[config.mk]
export PLATFORM = sky130hd
export DESIGN_NAME = stage_memory_lsu
export DESIGN_NICKNAME = d
export VERILOG_FILES = /design/src/rtl/riscv_mem_pkg.sv /design/src/rtl/mem_lane_align.sv /design/src/rtl/stage_memory_lsu.sv
export SDC_FILE = /design/constraint.sdc
export NUM_CORES = 1
export LEC_CHECK = 0
export CORE_ASPECT_RATIO = 0.75
export CORE_UTILIZATION = 50
export DETAILED_ROUTE_END_ITERATION = 10
export PLACE_DENSITY_LB_ADDON = 0.15
export SLEW_MARGIN = 30
export SYNTH_ARGS = -nofsm -noshare
export SYNTH_HDL_FRONTEND = slang
export SYNTH_HIERARCHICAL = 1
export SYNTH_SLANG_ARGS = --single-unit
export TNS_END_PERCENT = 30
[constraint.sdc]
create_clock -name i_Clock -period 3.2 [get_ports i_Clock]
set_input_delay 0.64 -clock i_Clock [delete_from_list [all_inputs] [get_ports i_Clock]]
set_output_delay 0.64 -clock i_Clock [all_outputs]
set_load 0.01 [all_outputs]
[src/rtl/riscv_mem_pkg.sv]
// Shared encodings and helpers for the memory pipeline stage: access sizes,
// LSU state names and the size/alignment/legality rules.
package riscv_mem_pkg;

    typedef enum logic [2:0] {
        MEM_B  = 3'b000,
        MEM_H  = 3'b001,
        MEM_W  = 3'b010,
        MEM_D  = 3'b011,
        MEM_BU = 3'b100,
        MEM_HU = 3'b101,
        MEM_WU = 3'b110
    } mem_size_e;

    typedef enum logic [0:0] {
        IDLE = 1'b0,
        WAIT = 1'b1
    } lsu_state_e;

    // One bit per byte touched by the access, anchored at lane 0.
    function automatic logic [7:0] size_mask(input logic [2:0] funct3);
        case (funct3)
            MEM_B, MEM_BU: return 8'h01;
            MEM_H, MEM_HU: return 8'h03;
            MEM_W, MEM_WU: return 8'h0F;
            MEM_D:         return 8'hFF;
            default:       return 8'h00;
        endcase
    endfunction

    function automatic logic is_aligned(input logic [2:0] funct3, input logic [2:0] addr,
                                        input int xlen);
        case (funct3)
            MEM_B, MEM_BU: return 1'b1;
            MEM_H, MEM_HU: return ~addr[0];
            MEM_W, MEM_WU: return addr[1:0] == 2'b00;
            MEM_D:         return (addr == 3'b000) && (xlen >= 64);
            default:       return 1'b0;
        endcase
    endfunction

    // Stores have no unsigned forms; doubleword and LWU exist only on RV64.
    function automatic logic is_legal(input logic [2:0] funct3, input logic isStore,
                                      input int xlen);
        if (isStore) begin
            case (funct3)
                MEM_B, MEM_H, MEM_W: return 1'b1;
                MEM_D:               return xlen == 64;
                default:             return 1'b0;
            endcase
        end else begin
            case (funct3)
                MEM_B, MEM_H, MEM_W, MEM_BU, MEM_HU: return 1'b1;
                MEM_D, MEM_WU:                       return xlen == 64;
                default:                             return 1'b0;
            endcase
        end
    endfunction

endpackage

[src/rtl/mem_lane_align.sv]
// Combinational byte-lane steering: store byte enables and data replication on
// the way out, load shift and sign/zero extension on the way back.
module mem_lane_align
    import riscv_mem_pkg::*;
#(
    parameter  int XLEN = 32,
    localparam int NB   = XLEN / 8,
    localparam int OFFW = $clog2(NB)
) (
    input  logic [2:0]      storeFunct3,
    input  logic [OFFW-1:0] storeOffset,
    input  logic            isStore,
    input  logic [XLEN-1:0] storeData,
    output logic [NB-1:0]   byteEn,
    output logic [XLEN-1:0] wData,
    input  logic [2:0]      loadFunct3,
    input  logic [OFFW-1:0] loadOffset,
    input  logic [XLEN-1:0] readData,
    output logic [XLEN-1:0] loadData
);

    logic [XLEN-1:0] shifted;

    always_comb begin
        byteEn = '1;
        if (isStore) begin
            byteEn = NB'(size_mask(storeFunct3) << storeOffset);
        end
    end

    // The bus picks the right lanes via byteEn, so every lane carries a copy.
    always_comb begin
        case (storeFunct3)
            MEM_B:   wData = {(NB){storeData[7:0]}};
            MEM_H:   wData = {(NB / 2){storeData[15:0]}};
            MEM_W:   wData = {(NB / 4){storeData[31:0]}};
            default: wData = storeData;
        endcase
    end

    assign shifted = readData >> {loadOffset, 3'b000};

    always_comb begin
        case (loadFunct3)
            MEM_B:   loadData = XLEN'($signed(shifted[7:0]));
            MEM_H:   loadData = XLEN'($signed(shifted[15:0]));
            MEM_W:   loadData = XLEN'($signed(shifted[31:0]));
            MEM_BU:  loadData = XLEN'(shifted[7:0]);
            MEM_HU:  loadData = XLEN'(shifted[15:0]);
            MEM_WU:  loadData = XLEN'(shifted[31:0]);
            default: loadData = shifted;
        endcase
    end

endmodule

[src/rtl/stage_memory_lsu.sv]
// Memory pipeline stage: issues loads/stores on a req/ack bus, stalls upstream
// while an access is outstanding and registers everything bound for writeback.
module stage_memory_lsu
    import riscv_mem_pkg::*;
#(
    parameter  int XLEN    = 32,
    parameter  int RD_W    = 5,
    parameter  int WBSRC_W = 2,
    localparam int NB      = XLEN / 8,
    localparam int OFFW    = $clog2(NB)
) (
    input  logic               i_Clock,
    input  logic               i_Reset,
    input  logic               i_Valid,
    output logic               o_Ready,
    input  logic               i_MemRead,
    input  logic               i_MemWrite,
    input  logic [2:0]         i_Funct3,
    input  logic [XLEN-1:0]    i_AluOutput,
    input  logic [XLEN-1:0]    i_Rs2Value,
    input  logic               i_RegWrite,
    input  logic [RD_W-1:0]    i_Rd,
    input  logic [WBSRC_W-1:0] i_WritebackSrc,
    output logic               o_MemReq,
    output logic               o_MemWe,
    output logic [XLEN-1:0]    o_MemAddr,
    output logic [XLEN-1:0]    o_MemWData,
    output logic [NB-1:0]      o_MemByteEn,
    input  logic               i_MemAck,
    input  logic [XLEN-1:0]    i_MemRData,
    output logic               o_Valid,
    output logic               o_RegWrite,
    output logic [RD_W-1:0]    o_Rd,
    output logic [WBSRC_W-1:0] o_WritebackSrc,
    output logic [XLEN-1:0]    o_AluOutput,
    output logic [XLEN-1:0]    o_MemoryData,
    output logic               o_MemFault
);

    lsu_state_e         state;
    logic               isMemOp;
    logic               fault;
    logic [NB-1:0]      alignByteEn;
    logic [XLEN-1:0]    alignWData;
    logic [XLEN-1:0]    alignLoadData;

    logic               reqLoad;
    logic [2:0]         reqFunct3;
    logic [OFFW-1:0]    reqOffset;
    logic               holdRegWrite;
    logic [RD_W-1:0]    holdRd;
    logic [WBSRC_W-1:0] holdWbSrc;
    logic [XLEN-1:0]    holdAlu;

    assign o_Ready = (state == IDLE);
    assign isMemOp = i_MemRead | i_MemWrite;

    // A simultaneous read and write has no meaning on this bus, so it faults.
    assign fault = isMemOp &&
                   ((i_MemRead && i_MemWrite) ||
                    !is_legal(i_Funct3, i_MemWrite, XLEN) ||
                    !is_aligned(i_Funct3, i_AluOutput[2:0], XLEN));

    mem_lane_align #(.XLEN(XLEN)) u_align (
        .storeFunct3 (i_Funct3),
        .storeOffset (i_AluOutput[OFFW-1:0]),
        .isStore     (i_MemWrite),
        .storeData   (i_Rs2Value),
        .byteEn      (alignByteEn),
        .wData       (alignWData),
        .loadFunct3  (reqFunct3),
        .loadOffset  (reqOffset),
        .readData    (i_MemRData),
        .loadData    (alignLoadData)
    );

    always_ff @(posedge i_Clock) begin
        if (i_Reset) begin
            state          <= IDLE;
            o_MemReq       <= 1'b0;
            o_MemWe        <= 1'b0;
            o_MemAddr      <= '0;
            o_MemWData     <= '0;
            o_MemByteEn    <= '0;
            reqLoad        <= 1'b0;
            reqFunct3      <= '0;
            reqOffset      <= '0;
            holdRegWrite   <= 1'b0;
            holdRd         <= '0;
            holdWbSrc      <= '0;
            holdAlu        <= '0;
            o_Valid        <= 1'b0;
            o_RegWrite     <= 1'b0;
            o_Rd           <= '0;
            o_WritebackSrc <= '0;
            o_AluOutput    <= '0;
            o_MemoryData   <= '0;
            o_MemFault     <= 1'b0;
        end else begin
            o_Valid <= 1'b0;
            case (state)
                IDLE: begin
                    if (i_Valid && isMemOp && !fault) begin
                        o_MemReq     <= 1'b1;
                        o_MemWe      <= i_MemWrite;
                        o_MemAddr    <= {i_AluOutput[XLEN-1:OFFW], {OFFW{1'b0}}};
                        o_MemWData   <= alignWData;
                        o_MemByteEn  <= alignByteEn;
                        reqLoad      <= i_MemRead;
                        reqFunct3    <= i_Funct3;
                        reqOffset    <= i_AluOutput[OFFW-1:0];
                        holdRegWrite <= i_RegWrite;
                        holdRd       <= i_Rd;
                        holdWbSrc    <= i_WritebackSrc;
                        holdAlu      <= i_AluOutput;
                        state        <= WAIT;
                    end else if (i_Valid) begin
                        o_Valid        <= 1'b1;
                        o_RegWrite     <= i_RegWrite & ~fault;
                        o_Rd           <= i_Rd;
                        o_WritebackSrc <= i_WritebackSrc;
                        o_AluOutput    <= i_AluOutput;
                        o_MemoryData   <= '0;
                        o_MemFault     <= fault;
                    end
                end
                WAIT: begin
                    // Bus outputs stay frozen until the cycle the ack arrives.
                    if (i_MemAck) begin
                        o_MemReq       <= 1'b0;
                        o_MemWe        <= 1'b0;
                        o_MemAddr      <= '0;
                        o_MemWData     <= '0;
                        o_MemByteEn    <= '0;
                        o_Valid        <= 1'b1;
                        o_RegWrite     <= holdRegWrite;
                        o_Rd           <= holdRd;
                        o_WritebackSrc <= holdWbSrc;
                        o_AluOutput    <= holdAlu;
                        o_MemoryData   <= reqLoad ? alignLoadData : '0;
                        o_MemFault     <= 1'b0;
                        state          <= IDLE;
                    end
                end
                default: state <= IDLE;
            endcase
        end
    end

endmodule

# Word level (Yosys, flattened, before mapping)

Cells that the tools add are included.

Output and inout bits: 145
Input bits: 113
Flip-flop bits (word level): 191
Word-level logic and storage cells: 113

Multiplexer cells: 53
Reduce and logical (&&, ||, !) cells: 20
Bitwise gates (word level): 5
Shift operators: 2
Equality and inequality tests: 13

Operator list:

| kind                                                | number |
|---|---|
| 2-to-1 mux 32 bit                                   | 10 |
| case mux 32 bit (2 select lines)                    | 5 |
| case mux 32 bit (4 select lines)                    | 1 |
| case mux 8 bit (4 select lines)                     | 1 |
| >> shifter 32 x 5 -> 32 bit                         | 1 |
| 2-to-1 mux 1 bit                                    | 16 |
| equality test 3 bit, second input constant          | 5 |
| 2-to-1 mux 5 bit                                    | 3 |
| 2-to-1 mux 4 bit                                    | 3 |
| case mux 1 bit (2 select lines)                     | 6 |
| case mux 5 bit (2 select lines)                     | 1 |
| 2-to-1 mux 8 bit                                    | 1 |
| case mux 4 bit (2 select lines)                     | 1 |
| << shifter 8 x 2 -> 4 bit                           | 1 |
| equality test 3 x 1 -> 1 bit, second input constant | 2 |
| equality test 3 x 2 -> 1 bit, second input constant | 2 |
| zero test 3 bit                                     | 2 |
| 2-to-1 mux 2 bit                                    | 3 |
| inequality test 2 bit, second input constant        | 3 |
| OR reduction 2 bit                                  | 3 |
| OR reduction 5 bit                                  | 1 |
| logical AND 1 bit                                   | 4 |
| case mux 2 bit (2 select lines)                     | 1 |
| AND reduction 2 bit                                 | 2 |
| other kinds (10)                                    | 15 |

# Depth between registers and ports, before layout

Depth in word-level cells: 13
Depth in mapped cells: 8
Mapped depth without buffers: 5

# Hierarchy

The synthesis kept the hierarchy.

By module, submodules not included:

| module           | instances | cells an instance | sequential area each (um^2) | area each (um^2) |
|---|---|---|---|---|
| stage_memory_lsu | 1         | 762               | 3,743.6                     | 7,407.1 |
| mem_lane_align   | 1         | 181               | 0.0                         | 1,360.1 |

# Worst setup path after synthesis

Ideal clock, no wire load.

Path type: input to register
Start: in i_Funct3[2]
End: reg o_Valid
Buffers on the path: 2
Cell stages on the path: 6
Setup slack: 1,356 ps
Setup time: 127 ps
Required time: 3,073 ps
Arrival: 1,717 ps
Cell sequence: o31ai_4 a31oi_2 or2_1 buf_4 buf_6 nor2b_1

Cells in the longest elaborated chain, start to end: 12
Elaborated cells between the ends (all ways): 24
Classes of those cells: eq/ne (5); mux (6); reduce/logical (13)

Ends and longest elaborated chain:

| element                                                  | RTL line                                 | text |
|---|---|---|
| start: declaration                                       | stage_memory_lsu.sv:18                   | `input logic [2:0] i_Funct3,` |
| equality test 3 bit (tied with other cells)              | riscv_mem_pkg.sv:33, riscv_mem_pkg.sv:52 |  |
| OR reduction 5 bit or OR reduction 3 bit (tied branches) | riscv_mem_pkg.sv:52, riscv_mem_pkg.sv:46 |  |
| 2-to-1 mux 1 bit, on equally long branches               | riscv_mem_pkg.sv:52, riscv_mem_pkg.sv:46 |  |
| 2-to-1 mux 1 bit                                         | riscv_mem_pkg.sv:45                      | `if (isStore) begin` |
| zero test 1 bit                                          | stage_memory_lsu.sv:61                   | `!is_legal(i_Funct3, i_MemWrite, XLEN) \|\|` |
| logical OR 1 bit                                         | stage_memory_lsu.sv:60                   | `((i_MemRead && i_MemWrite) \|\|` |
| logical OR 1 bit (*)                                     | stage_memory_lsu.sv:61                   |  |
| logical AND 1 bit (*)                                    | stage_memory_lsu.sv:59                   | `assign fault = isMemOp &&` |
| zero test 1 bit (*)                                      | stage_memory_lsu.sv:103                  | `if (i_Valid && isMemOp && !fault) begin` |
| logical AND 1 bit (*)                                    | stage_memory_lsu.sv:103                  |  |
| 2-to-1 mux 1 bit (*)                                     | stage_memory_lsu.sv:103                  |  |
| case mux 1 bit (2 select lines) (*)                      | stage_memory_lsu.sv:101                  | `case (state)` |
| end signal: assignment                                   | stage_memory_lsu.sv:92                   | `o_Valid <= 1'b0;` |
| end signal: assignment                                   | stage_memory_lsu.sv:100                  | `o_Valid <= 1'b0;` |
| end signal: assignment                                   | stage_memory_lsu.sv:118                  | `o_Valid <= 1'b1;` |
| end: declaration                                         | stage_memory_lsu.sv:31                   | `output logic o_Valid,` |

Every way passes the cells marked *; elsewhere a longest branch is shown, timed or not.
A chain may end at the register's enable or synchronous reset.

# Worst setup path after layout

Start: in i_Funct3[1]
End: reg o_Rd[1]

Cells in the longest elaborated chain, start to end: 12
Elaborated cells between the ends (all ways): 24
Classes of those cells: eq/ne (6); mux (4); reduce/logical (14)

Ends and longest elaborated chain:

| element                                                  | RTL line                                 | text |
|---|---|---|
| equality test 3 bit (tied with other cells)              | riscv_mem_pkg.sv:33, riscv_mem_pkg.sv:52 |  |
| OR reduction 5 bit or OR reduction 3 bit (tied branches) | riscv_mem_pkg.sv:52, riscv_mem_pkg.sv:46 |  |
| 2-to-1 mux 1 bit, on equally long branches               | riscv_mem_pkg.sv:52, riscv_mem_pkg.sv:46 |  |
| 2-to-1 mux 1 bit                                         | riscv_mem_pkg.sv:45                      |  |
| zero test 1 bit                                          | stage_memory_lsu.sv:61                   |  |
| logical OR 1 bit                                         | stage_memory_lsu.sv:60                   |  |
| logical OR 1 bit (*)                                     | stage_memory_lsu.sv:61                   |  |
| logical AND 1 bit (*)                                    | stage_memory_lsu.sv:59                   |  |
| zero test 1 bit (*)                                      | stage_memory_lsu.sv:103                  |  |
| logical AND 1 bit (*)                                    | stage_memory_lsu.sv:103                  |  |
| inequality test 2 bit (no source line) (*)               | n/a                                      |  |
| AND reduction 3 bit (no source line) (*)                 | n/a                                      |  |
| end signal: assignment                                   | stage_memory_lsu.sv:120                  | `o_Rd <= i_Rd;` |
| end signal: assignment                                   | stage_memory_lsu.sv:137                  | `o_Rd <= holdRd;` |
| end: declaration                                         | stage_memory_lsu.sv:33                   | `output logic [RD_W-1:0] o_Rd,` |

Marked as above.

==> summary by stage <==
Global route
The wire length of the first global-routing pass is roughly 42,000 um. Entering global routing, the biggest net connects 97 pins. The number of global-route vias before repair is a little under 8,000. The total congestion overflow after global routing is 0. Across every metal layer, demand over resource in global routing totals 29.6%. The number of antenna violations at the first check in global routing is 0.

Layout
The utilization of the core after routing is 70.7%. The library cell used most frequently in the layout, excluding fill and tap cells, is sky130_fd_sc_hd__clkdlybuf4s50_1. The share of post-route cells with drive strength above 1 is 14.4%. In the layout the commonest cells are sky130_fd_sc_hd__clkdlybuf4s50_1 (254), sky130_fd_sc_hd__dfxtp_1 (186), sky130_fd_sc_hd__a21oi_1 (137). The number of nets at the end of the flow is around 1,300. The area added between synthesis and finish is 36.9%. 0 antenna diodes ended up in the layout.

Worst setup path
In this design, the stage delay of the slowest critical-path cell is between 0.5 and 0.6 ns. The most numerous cell on the critical path is sky130_fd_sc_hd__buf_4. The arrival time of the worst setup path is 3.03 ns.

The critical path is of the in2reg type. Data on the critical path is required at its endpoint by 3.55 ns. The cell type of the slowest stage on the worst timing path is sky130_fd_sc_hd__clkdlybuf4s50_1.

Traced cell by cell, the critical path runs through clkdlybuf4s50_1 > o21ai_1 > a31oi_4 > buf_4 > or2_2 > buf_4 > a211oi_2. Of all nets on the critical path, the largest fanout is 42. The worst setup path is launched from an input port. The cell depth of the worst flop-to-flop path is 5. The endpoint kind of the worst setup timing path is a flip-flop.

Pwr
In this run the static leakage power is just under 4 nW. The power density of the placed cells is 471 nW/um^2. IR analysis of the VDD net gives a maximum drop of around 0.30 mV.

Min path
Along the worst hold path, the cell count comes to 1. The worst hold path class is reg2reg.

Yosys
The cell area that synthesis handed to floorplanning was 8770 um^2. The average instance area after synthesis is 9.30 um^2. The post-synthesis cell type with the largest combined area is sky130_fd_sc_hd__dfxtp_1. The cell count after synthesis is approximately 940. The share of the synthesized area in the top cell type is a little over two fifths. Counting flops and latches in the post-synthesis netlist gives 187. The proportion of synthesized chip area in sequential cells is 42.7%. Sorting the synthesized cells by area gives the leading types as sky130_fd_sc_hd__dfxtp_1 (43%), sky130_fd_sc_hd__a21oi_1 (7.8%), sky130_fd_sc_hd__mux2i_1 (7.0%).

For this run, the number of Yosys warnings is 6. The post-synthesis async set-or-reset flop share is 0%. In the synthesized netlist the dominant register cell turns out to be sky130_fd_sc_hd__dfxtp_1. In this run, synthesis inferred 0 flip-flops with an integrated enable.

The count of cell types in the netlist is 47.

CTS
After clock tree synthesis, the clock-pin slew on the worst setup and hold paths is about 0.070 ns. The buffer levels on the longest clock path is 2. TritonCTS built the clock tree.

The CTS buffer count is 17. The number of post-CTS setup repair buffers is 0. For the worst-skew pair, the clock arrives at the later sink with an insertion delay of between 0.4 and 0.5 ns. The clock sink total is 187. The count of instances resized after the clock tree is built is 0. CTS placed an instance of sky130_fd_sc_hd__clkbuf_16 at the clock tree root.

The number of buffers added to fix hold violations after cts is 0. The total number of H-tree levels is 4.

Drt
In the routed layout, each cell is associated on average with a via count of 5.85. The wire length after detailed routing is 26,700 um. The average detailed-routed wire length per instance is 19.3 um.

The total DRC errors in the routed layout is 0. The count of nets left with antenna violations once routing finished came out at 0. The first-pass detailed-route iteration total is 5. The number of DRC markers after the initial detailed-route iteration is 763. The final route contains 8,114 vias.

Floorplan
The floorplan has 41 rows. The core area is 17,000 um^2. 258 I/O pins were placed. The area enclosed by the die boundary is 18,100 um^2. Once the floorplan was initialized, standard cells occupied 51.6% of the core. The die is 117 um tall. The horizontal die dimension is between 150 and 200 um.

STA
On the final layout, the worst clock skew is 0.0113 ns. The smallest clock period supported by the final layout is computed as 2.68 ns. The final count of hold timing violations was 0.

The maximum achievable frequency is 0.373 GHz. Setup violations remaining at the end of the flow were counted as 0. The part of the cycle the worst path needs is around 84%. The count of final max-slew check failures is 0. The slew at the pin closest to its max-slew limit is 0.843 ns. In the final timing run, aggregate negative setup slack is 0 ns. Setup repair after global routing left no endpoint under its margin. The normalized max-slew margin is 43.8%.

Placed design
The number of port buffers is 255. The final HPWL from detailed placement is 18,100 um. The congestion estimate from routability-driven global placement came to 0.874.

Run status
The flow ran to the end, and the final reports show no timing, DRC or antenna violations.

Job
The number of violations of the max-capacitance limit is 0.
logic make-up (layout without fill, tap and decap cells):
family / after synthesis / count (layout) / share of synthesized area, %
DFF: 187 / 187 / 42.7
other: 1 / 2 / 0.0428
muxes: 87 / 87 / 10.4
AOI/OAI and AO/OA: 361 / 361 / 29.3
and+or+nand+nor: 191 / 191 / 11.0
buffers and inverters: 116 / 322 / 6.54
metrics by stage:
step,worst slack (ns),area [um^2],instances,hold WS (ns),power [mW]
after floorplan,1.36,8770,944,0.454,3.11
after global placement,0.155,11400,1353,0.458,3.58
after detailed placement,0.0989,11400,1354,0.457,3.59
after CTS,0.552,12000,1386,0.476,5.68
after global routing,0.422,12000,1386,0.488,5.86
final,0.521,12000,1386,0.475,5.66
power breakdown:
group          internal [mW]  total [mW]  switching (mW)
registers               2.43        2.49          0.0656
logic                  0.500        1.06           0.561
clock network           1.10        2.11            1.00
worst max-delay path, delay by kind of cell:
kind                   cells  cell delay (ns)
AOI/OAI and AO/OA          3             0.86
buffers and inverters      3             1.15
and+or+nand+nor            1             0.36
layer usage:
| metal | wire length (um) | vias up | global-route usage [%] |
|---|---|---|---|
| li1 | - | 3902 | - |
| met1 | 12400 | 3869 | 41.6 |
| met2 | 12000 | 313 | 45.3 |
| met3 | 1970 | 30 | 6.27 |
| met4 | 374 | 0 | 9.31 |
| met5 | 0 | - | 0 |
state kept, by name, indices dropped and copies added, names as in the netlist, 2 cells and up:
name,count
o_MemAddr,30
o_MemByteEn,4
holdAlu,31
holdWbSrc,2
holdRd,5
o_WritebackSrc,2
o_AluOutput,32
o_MemWData,32
o_MemoryData,32
reqFunct3,3
o_Rd,5
final timing paths:
| check | startpoint | end | slack (ns) |
|---|---|---|---|
| hold reg to reg | o_MemoryData[11] | o_MemoryData[11] | 0.47 |
| setup reg to reg | reqOffset[0] | o_MemoryData[19] | 1.01 |
| hold / removal | o_MemoryData[11] | o_MemoryData[11] | 0.47 |
| setup / recovery | i_Funct3[1] | o_Rd[1] | 0.52 |
cell usage after synthesis (all sizes together), types with 2 or more instances:
cell,count
dfxtp,187
mux2i,61
nor3,42
nand2,26
and3,2
clkbuf,57
nand3,82
nor2,16
nand2b,3
a211oi,40
o31ai,3
a22o,32
o21a,2
nor2b,5
or2,10
buf,57
o211ai,84
a21oi,137
inv,2
nor3b,2
mux2,26
o21ai,55
layout make-up:
class | count | area (um^2)
tap | 236 | 295
fill | 1352 | 4980
clock inverter | 15 | 153
inverter | 2 | 7.51
clock buffer | 17 | 425
multi-input combinational | 641 | 4510
timing repair buffer | 288 | 2870
sequential | 187 | 3740
No activity file was read; power rests on OpenSTA's default activity.
